<file path="config.mk">
export PLATFORM = sky130hd
export DESIGN_NAME = alu_op_sequencer
export DESIGN_NICKNAME = d
export VERILOG_FILES = /design/src/rtl/alu_op_sequencer.sv
export SDC_FILE = /design/constraint.sdc
export NUM_CORES = 1
export LEC_CHECK = 0
export BUFFER_PORTS_ARGS = -buffer_cell sky130_fd_sc_hd__clkbuf_2
export CELL_PAD_IN_SITES_DETAIL_PLACEMENT = 1
export CELL_PAD_IN_SITES_GLOBAL_PLACEMENT = 2
export CORE_MARGIN = 2
export CORE_UTILIZATION = 29
export DETAILED_ROUTE_END_ITERATION = 8
export PLACE_DENSITY_LB_ADDON = 0.15
export SYNTH_ARGS = -nofsm -noshare
export SYNTH_HDL_FRONTEND = slang
export SYNTH_SLANG_ARGS = --single-unit
export TNS_END_PERCENT = 5
</file>
<file path="constraint.sdc">
create_clock -name clk_2 -period 2.3 [get_ports clk_2]
set_clock_uncertainty 0.2 [all_clocks]
set_input_delay 0 -clock clk_2 [delete_from_list [all_inputs] [get_ports clk_2]]
set_output_delay 0 -clock clk_2 [all_outputs]
set_load 0.02 [all_outputs]
</file>
<file path="src/rtl/alu_op_sequencer.sv">
// Per-instruction controller for the 6502 ALU: drives one ALU pass (two for decimal
// ADC/SBC), samples the inverted result nets and returns the byte plus N/Z/C/V.
module alu_op_sequencer #(
    parameter bit DEC_EN = 1'b1
) (
    input  logic       clk_2,
    input  logic       res_n,
    input  logic       start,
    input  logic [3:0] op,
    input  logic [7:0] opnd_a,
    input  logic [7:0] opnd_b,
    input  logic       c_in,
    input  logic       d_in,
    input  logic       v_in,
    input  logic [7:0] result_n,
    input  logic       alu_cout_n,
    input  logic       overflow_n,
    input  logic       half_carry,
    output logic       sums,
    output logic       ands,
    output logic       eors,
    output logic       ors,
    output logic       srs,
    output logic       alu_cin_n,
    output logic       daa_n,
    output logic       dsa_n,
    output logic [7:0] alu_a,
    output logic [7:0] alu_b,
    output logic       busy,
    output logic       done,
    output logic [7:0] result,
    output logic       n_out,
    output logic       z_out,
    output logic       c_out,
    output logic       v_out
);

    typedef enum logic [1:0] {
        S_IDLE = 2'd0,
        S_EXEC = 2'd1,
        S_ADJ  = 2'd2,
        S_DONE = 2'd3
    } state_t;

    localparam logic [3:0] OP_ADC = 4'h0;
    localparam logic [3:0] OP_SBC = 4'h1;
    localparam logic [3:0] OP_AND = 4'h2;
    localparam logic [3:0] OP_ORA = 4'h3;
    localparam logic [3:0] OP_EOR = 4'h4;
    localparam logic [3:0] OP_CMP = 4'h5;
    localparam logic [3:0] OP_ASL = 4'h6;
    localparam logic [3:0] OP_LSR = 4'h7;
    localparam logic [3:0] OP_ROL = 4'h8;
    localparam logic [3:0] OP_ROR = 4'h9;
    localparam logic [3:0] OP_INC = 4'hA;
    localparam logic [3:0] OP_DEC = 4'hB;

    state_t     state_q, state_d;
    logic [3:0] op_q;
    logic [7:0] a_q, b_q;
    logic       c_q, v_q, dec_q;
    logic       dec_d;

    // First-pass ALU samples, needed by the decimal correction pass and its flags.
    logic [7:0] r_q;
    logic       alu_c_q, alu_v_q, hc_q;

    logic [7:0] result_q, result_d;
    logic       n_q, z_q, c_out_q, v_out_q;
    logic       n_d, z_d, c_out_d, v_out_d;

    logic       accept;
    logic       write_out;
    logic [7:0] alu_r;
    logic       alu_c, alu_v;
    logic       carry_sel, ovf_sel;
    logic [7:0] flag_src;
    logic [7:0] adj_b;
    logic       adj_lo, adj_hi;

    assign alu_r = ~result_n;
    assign alu_c = ~alu_cout_n;
    assign alu_v = ~overflow_n;

    assign dec_d = d_in & DEC_EN & ((op == OP_ADC) | (op == OP_SBC));

    // Decimal correction constants: +06/+60 after add, -06/-60 (two's complement) after subtract.
    always_comb begin
        adj_lo = 1'b0;
        adj_hi = 1'b0;
        adj_b  = 8'h00;
        if (op_q == OP_SBC) begin
            adj_lo = ~hc_q;
            adj_hi = ~alu_c_q;
            adj_b  = (adj_lo ? 8'hFA : 8'h00) + (adj_hi ? 8'hA0 : 8'h00);
        end else begin
            adj_lo = hc_q;
            adj_hi = alu_c_q;
            adj_b  = {(adj_hi ? 4'h6 : 4'h0), (adj_lo ? 4'h6 : 4'h0)};
        end
    end

    // NOTE: every output gets a default before the case, so no path leaves one unassigned and no latch is inferred.
    always_comb begin
        state_d   = state_q;
        accept    = 1'b0;
        busy      = 1'b0;
        done      = 1'b0;
        sums      = 1'b0;
        ands      = 1'b0;
        eors      = 1'b0;
        ors       = 1'b0;
        srs       = 1'b0;
        alu_cin_n = 1'b1;
        daa_n     = 1'b1;
        dsa_n     = 1'b1;
        alu_a     = 8'h00;
        alu_b     = 8'h00;

        case (state_q)
            S_IDLE: begin
                if (start) begin
                    state_d = S_EXEC;
                    accept  = 1'b1;
                end
            end
            S_EXEC: begin
                busy    = 1'b1;
                state_d = dec_q ? S_ADJ : S_DONE;
                alu_a   = a_q;
                case (op_q)
                    OP_ADC: begin
                        sums      = 1'b1;
                        alu_b     = b_q;
                        alu_cin_n = ~c_q;
                        daa_n     = ~dec_q;
                    end
                    OP_SBC: begin
                        sums      = 1'b1;
                        alu_b     = ~b_q;
                        alu_cin_n = ~c_q;
                        dsa_n     = ~dec_q;
                    end
                    OP_AND: begin
                        ands  = 1'b1;
                        alu_b = b_q;
                    end
                    OP_ORA: begin
                        ors   = 1'b1;
                        alu_b = b_q;
                    end
                    OP_EOR: begin
                        eors  = 1'b1;
                        alu_b = b_q;
                    end
                    OP_CMP: begin
                        sums      = 1'b1;
                        alu_b     = ~b_q;
                        alu_cin_n = 1'b0;
                    end
                    OP_ASL, OP_ROL: begin
                        sums      = 1'b1;
                        alu_b     = a_q;
                        alu_cin_n = (op_q == OP_ROL) ? ~c_q : 1'b1;
                    end
                    OP_LSR, OP_ROR: begin
                        srs   = 1'b1;
                        alu_b = a_q;
                    end
                    OP_INC: begin
                        sums      = 1'b1;
                        alu_b     = 8'h00;
                        alu_cin_n = 1'b0;
                    end
                    OP_DEC: begin
                        sums      = 1'b1;
                        alu_b     = 8'hFF;
                        alu_cin_n = 1'b1;
                    end
                    default: begin
                        alu_b = 8'h00;
                    end
                endcase
            end
            S_ADJ: begin
                busy    = 1'b1;
                state_d = S_DONE;
                sums    = 1'b1;
                alu_a   = r_q;
                alu_b   = adj_b;
            end
            S_DONE: begin
                done = 1'b1;
                if (start) begin
                    state_d = S_EXEC;
                    accept  = 1'b1;
                end else begin
                    state_d = S_IDLE;
                end
            end
            default: state_d = S_IDLE;
        endcase
    end

    // Leaving ADJ, carry and overflow come from the first pass, not the correction add.
    assign carry_sel = (state_q == S_ADJ) ? alu_c_q : alu_c;
    assign ovf_sel   = (state_q == S_ADJ) ? alu_v_q : alu_v;
    assign write_out = busy && (state_d == S_DONE);

    always_comb begin
        result_d = alu_r;
        c_out_d  = c_q;
        v_out_d  = v_q;
        case (op_q)
            OP_ADC, OP_SBC: begin
                c_out_d = carry_sel;
                v_out_d = ovf_sel;
            end
            OP_ASL, OP_ROL: c_out_d = carry_sel;
            OP_ROR: begin
                result_d = {c_q, alu_r[6:0]};
                c_out_d  = a_q[0];
            end
            OP_LSR: begin
                result_d = {1'b0, alu_r[6:0]};
                c_out_d  = a_q[0];
            end
            OP_CMP: begin
                result_d = a_q;
                c_out_d  = carry_sel;
            end
            OP_AND, OP_ORA, OP_EOR, OP_INC, OP_DEC: result_d = alu_r;
            default: result_d = a_q;
        endcase
        // Compare reports N/Z of the difference while handing back A unchanged.
        flag_src = (op_q == OP_CMP) ? alu_r : result_d;
        n_d      = flag_src[7];
        z_d      = (flag_src == 8'h00);
    end

    // NOTE: registers use non-blocking assignments so every flop samples pre-edge values regardless of statement order.
    always_ff @(posedge clk_2) begin
        if (!res_n) begin
            state_q  <= S_IDLE;
            op_q     <= 4'h0;
            a_q      <= 8'h00;
            b_q      <= 8'h00;
            c_q      <= 1'b0;
            v_q      <= 1'b0;
            dec_q    <= 1'b0;
            r_q      <= 8'h00;
            alu_c_q  <= 1'b0;
            alu_v_q  <= 1'b0;
            hc_q     <= 1'b0;
            result_q <= 8'h00;
            n_q      <= 1'b0;
            z_q      <= 1'b0;
            c_out_q  <= 1'b0;
            v_out_q  <= 1'b0;
        end else begin
            state_q <= state_d;
            if (accept) begin
                op_q  <= op;
                a_q   <= opnd_a;
                b_q   <= opnd_b;
                c_q   <= c_in;
                v_q   <= v_in;
                dec_q <= dec_d;
            end
            if (state_q == S_EXEC) begin
                r_q     <= alu_r;
                alu_c_q <= alu_c;
                alu_v_q <= alu_v;
                hc_q    <= half_carry;
            end
            if (write_out) begin
                result_q <= result_d;
                n_q      <= n_d;
                z_q      <= z_d;
                c_out_q  <= c_out_d;
                v_out_q  <= v_out_d;
            end
        end
    end

    assign result = result_q;
    assign n_out  = n_q;
    assign z_out  = z_q;
    assign c_out  = c_out_q;
    assign v_out  = v_out_q;

endmodule
</file>
-- Word level (Yosys, flattened, before mapping)
Index checks and enable logic that the tools add are counted.
- latch bits: 0
- memories: 0
- memory bits (writable): 0
- register bits after elaboration: 48
- bits in read-only memories: 0
- output and inout port bits: 38
- multiplexer cells: 39
- reductions and logical operators: 17
- shifts and indexed selects: 0
- multiply operators: 0
- $add $sub $neg: 1
- div/mod/pow operators: 0
- bitwise gates (word level): 8
- $lt $le $gt $ge: 0
- eq/ne operators: 16
- operators with widths (operator ; number):
    $mux 8 ; 4
    $pmux 8 s2 ; 2
    $pmux 8 s4 ; 1
    $mux 1 ; 24
    $pmux 8 s3 ; 1
    $eq 4x3->1 const B ; 4
    $eq 4x4->1 const B ; 4
    $not 8->8 ; 2
    $reduce_or 2->1 ; 7
    $reduce_or 9->1 ; 1
    $add 8x8->8 ; 1
    $eq 4x1->1 const B ; 2
    $eq 4x2->1 const B ; 2
    $logic_not 4->1 ; 2
    $logic_not 8->1 ; 1
    $pmux 2 s4 ; 1
    $reduce_or 4->1 ; 2
    $reduce_or 7->1 ; 1
    $eq 2x2->1 const B ; 3
    $mux 3 ; 2
    $reduce_or 5->1 ; 1
    $not 1->1 ; 4
    $pmux 1 s2 ; 2
    $pmux 1 s3 ; 1
    other kinds (6) ; 6

-- Depth between registers and ports, before layout
- depth in word-level cells: 5
- depth in mapped cells: 8
- mapped depth without buffers: 7

-- Worst setup path after synthesis
No wires, ideal clock.
- kind: flip-flop to output port
- start point: register state_q[0]
- end point: output alu_b[3]
- path slack: 327 ps
- arrival: 1773 ps
- data required time: 2100 ps
- buffers on the path: 1
- cell stages (with the launch flop): 8
- path through: dfxtp_1 > inv_1 > ha_1 > inv_1 > nor2_1 > clkbuf_1 > nand2_1 > o21ai_0
- cells in the longest elaborated chain, start to end: 2
- elaborated cells on any way between the ends: 3
- those cells by class: eq/ne (2); mux (1)
- RTL lines (item ; RTL line ; source):
    start: declaration ; 58 ; state_t state_q, state_d;
    start signal: assignment ; 261 ; state_q <= state_d;
    $eq 2x2->1 or $eq 2x1->1 (tied branches) ; 120 ; case (state_q)
    $pmux 8 s2 (*) ; 120 ;
    end: declaration ; 28 ; output logic [7:0] alu_b,
Every way passes the cells marked *; elsewhere a longest branch is shown, timed or not.

-- Final worst setup path
- start point: register state_q[0]
- end point: output alu_a[3]
- cells in the longest elaborated chain, start to end: 2
- elaborated cells on any way between the ends: 3
- those cells by class: eq/ne (2); mux (1)
- RTL lines (item ; RTL line ; source):
    $eq 2x2->1 or $eq 2x1->1 (tied branches) ; 120 ;
    $pmux 8 s2 (*) ; 120 ;
    end: declaration ; 27 ; output logic [7:0] alu_a,
Marks and branches as above.

==> flow_metrics.tcl <==
set metrics [dict create \
    period_share_pct 94.9 \
    rrSetupSlack_ns 0.18 \
    synth-edff-count 0 \
    root_buffer "clkbuf_8" \
    grt_pass1_vias 3069 \
    grt_pass1_wl_um 16300 \
    relSlewSlack_pct 43.0 \
    area_growth_pct 37.0 \
    synth_top_flop_cell "dfxtp_1" \
    layout-drive-gt1-share_pct 24.7 \
    synth.area.top_cells "dfxtp_1, nand2_1, a21oi_1" \
    final_cells 626 \
    grt_max_degree 46 \
    critPathLaunchType "flip-flop" \
    finalPower_mw 4.31 \
    cp.required_ns 2.10 \
    min_to "alu_v_q" \
    synth_top_area_cell "dfxtp_1" \
    cts_tree "yes" \
    hold_violations 0 \
    arrival_ns 1.98 \
    setup-tns-final_ns 0 \
    via_count 3152 \
    power.density_nw_per_um2 1110 \
    io_buffer_count 74 \
    drtIter0Drc 142 \
    ys_seq_area_share_pct 33.9 \
    critPathKind "reg2out" \
    drt_wl_total_um 10500 \
    setup_violations 0 \
    vdd_ir_drop_max_mv 0.338 \
    place_inst 580 \
    viasPerCell 5.04 \
    yosysTopAreaCellShare_pct 33.9 \
    tightest_slew_ns 0.853 \
    clockBufferDepth 2 \
    clkSinkCount 48 \
    cts.clk_slew.worst_paths_ns 0.10 \
    fp.dieW_um 103 \
    dr.pass1.iters 4 \
    syn_avg_cell_area_um2 7.40 \
    grt_remaining_overflow 0 \
    cts-buffers-inserted 5 \
    final_common_cell "nand2_1" \
    min_path_cells 3 \
    final_cell_mix "nand2_1, clkbuf_2, a21oi_1" \
    rr_endpoint "result[0]" \
    avgRoutedWirePerCell_um 16.7 \
    drv_slew 0 \
    fin_area_um2 3880 \
    synth_nets 428 \
    hold_class "in2reg" \
    finalWorstSetupSlack_ns 0.116 \
    hp-start "overflow_n" \
    finalCriticalPeriod_ns 2.18 \
    synth_area_um2 2830 \
    yosysWarnings 0 \
    place_ws_ns 0.185 \
    core-area_um2 9640 \
    cp-end-kind "output port" \
    htree_levels 2 \
    reg2reg_from "state_q[0]" \
    nNetsFinal 537 \
    core.rowCount 36 \
    drc_errors 0 \
    antenna_cells 0 \
    gp_congestion 0.762 \
    ys_seq_elements 48 \
    maxCapViolCount 0 \
    start_util_pct 29.4 \
    grtUsageTotal_pct 20.0 \
    p_leak_nw 1.58 \
    fmax_mhz 458 \
    async_flop_share_pct 0 \
    crit_fanout 8 \
    synth.distinct_cells 53 \
    worstPathCellList "inv_1 > ha_1 > inv_2 > nor2_4 > buf_4 > a22o_1 > clkbuf_2" \
    postPlaceCellArea_um2 3400 \
    max_stage_delay_ns 0.42 \
    outcome "completed" \
    r2r.worst_path.cells 7 \
    die_area_um2 10600 \
    grt_antenna_before_repair 0 \
    die_h_um 103 \
    critPathSlowestCell "dfxtp_1" \
    antenna_left 0 \
    rsz0062_at_grt "no" \
    clkLatencyLatePin_ns 0.31 \
    io_pins 75 \
    hpwl_um 7310 \
    syn_inst 383 \
]
final cells by class:
cell class	count	area, um^2
sequential	48	965
clock buffer	6	82.6
multi-input combinational	295	1710
inverter	10	41.3
timing repair inverter	1	5.00
clock inverter	2	13.8
timing repair buffer	131	901
fill	1268	5760
tap	133	166
worst max path at each step:
stage / startpoint / to / slack, ns
after global placement: state_q[0] / alu_a[1] / 0.22
final: state_q[0] / alu_a[3] / 0.12
after detailed placement: state_q[0] / alu_a[1] / 0.18
after global routing: state_q[0] / alu_b[2] / 0.006
after CTS: state_q[0] / alu_a[1] / 0.009
after floorplan: state_q[0] / alu_b[3] / 0.33
worst max-delay path, delay by kind of cell (launching register included):
kind	cells	cell delay [ns]
buffers and inverters	4	0.57
AO/OA/AOI/OAI	1	0.25
AND/OR/NAND/NOR	1	0.06
flip-flops	1	0.42
adder cells (fa/ha/maj)	1	0.37
sequential cells by signal, indices dropped and copies added, names as in the netlist, 2 cells and up:
name and flops:
r_q 8, b_q 8, op_q 4, result 8
a_q 8, state_q 2
kinds of logic (layout without fill, tap and decap cells):
family	count (synthesis)	in the layout	share of synthesized area, %
compound gates	128	128	28.8
mux	5	5	1.77
buf+inv	40	150	6.18
simple gates	147	147	23.7
xor+xnor	7	7	2.16
fa+ha+maj	8	8	3.53
flops	48	48	33.9
through the flow:
stage	hold WS, ns	util [%]
final	0.219	40.3
after global routing	0.229	40.3
after CTS	0.211	40.0
after detailed placement	0.00999	35.2
after global placement	0.00113	35.2
after floorplan	-0.101	-
synthesized netlist by cell type, types with 8 or more instances:
cell,count
nand3_1,9
nor2_1,24
clkbuf_1,14
a22o_1,9
a21oi_1,47
buf_2,11
nand2_1,81
dfxtp_1,48
ha_1,8
a211oi_1,12
inv_1,8
nor2b_1,9
o21ai_0,25
power by group:
group | leakage [nW] | switching [mW] | internal (mW)
Combinational | 1.13 | 1.48 | 0.905
Sequential | 0.395 | 0.254 | 1.10
Clock | 0.0516 | 0.327 | 0.247
Total | 1.58 | 2.06 | 2.25
timing repair:
item,in CTS,in global routing
endpoints found under the setup margin,8,18
setup buffers,0,1
hold buffers,36,0
pin swaps,0,1
resized for setup,2,7
hold endpoints to repair,46,0
cloned,0,1
routing by layer:
layer / share of wire, % / GRT usage, % / routed length [um] / up-vias
met3: 4.1 / 2.31 / 427 / 5
met5: 0 / 0 / 0 / -
met1: 49 / 28.5 / 5160 / 1499
met4: 0.76 / 3.95 / 80 / 0
li1: - / - / - / 1572
met2: 46 / 32.9 / 4790 / 76
No activity file was read; power rests on OpenSTA's default activity.
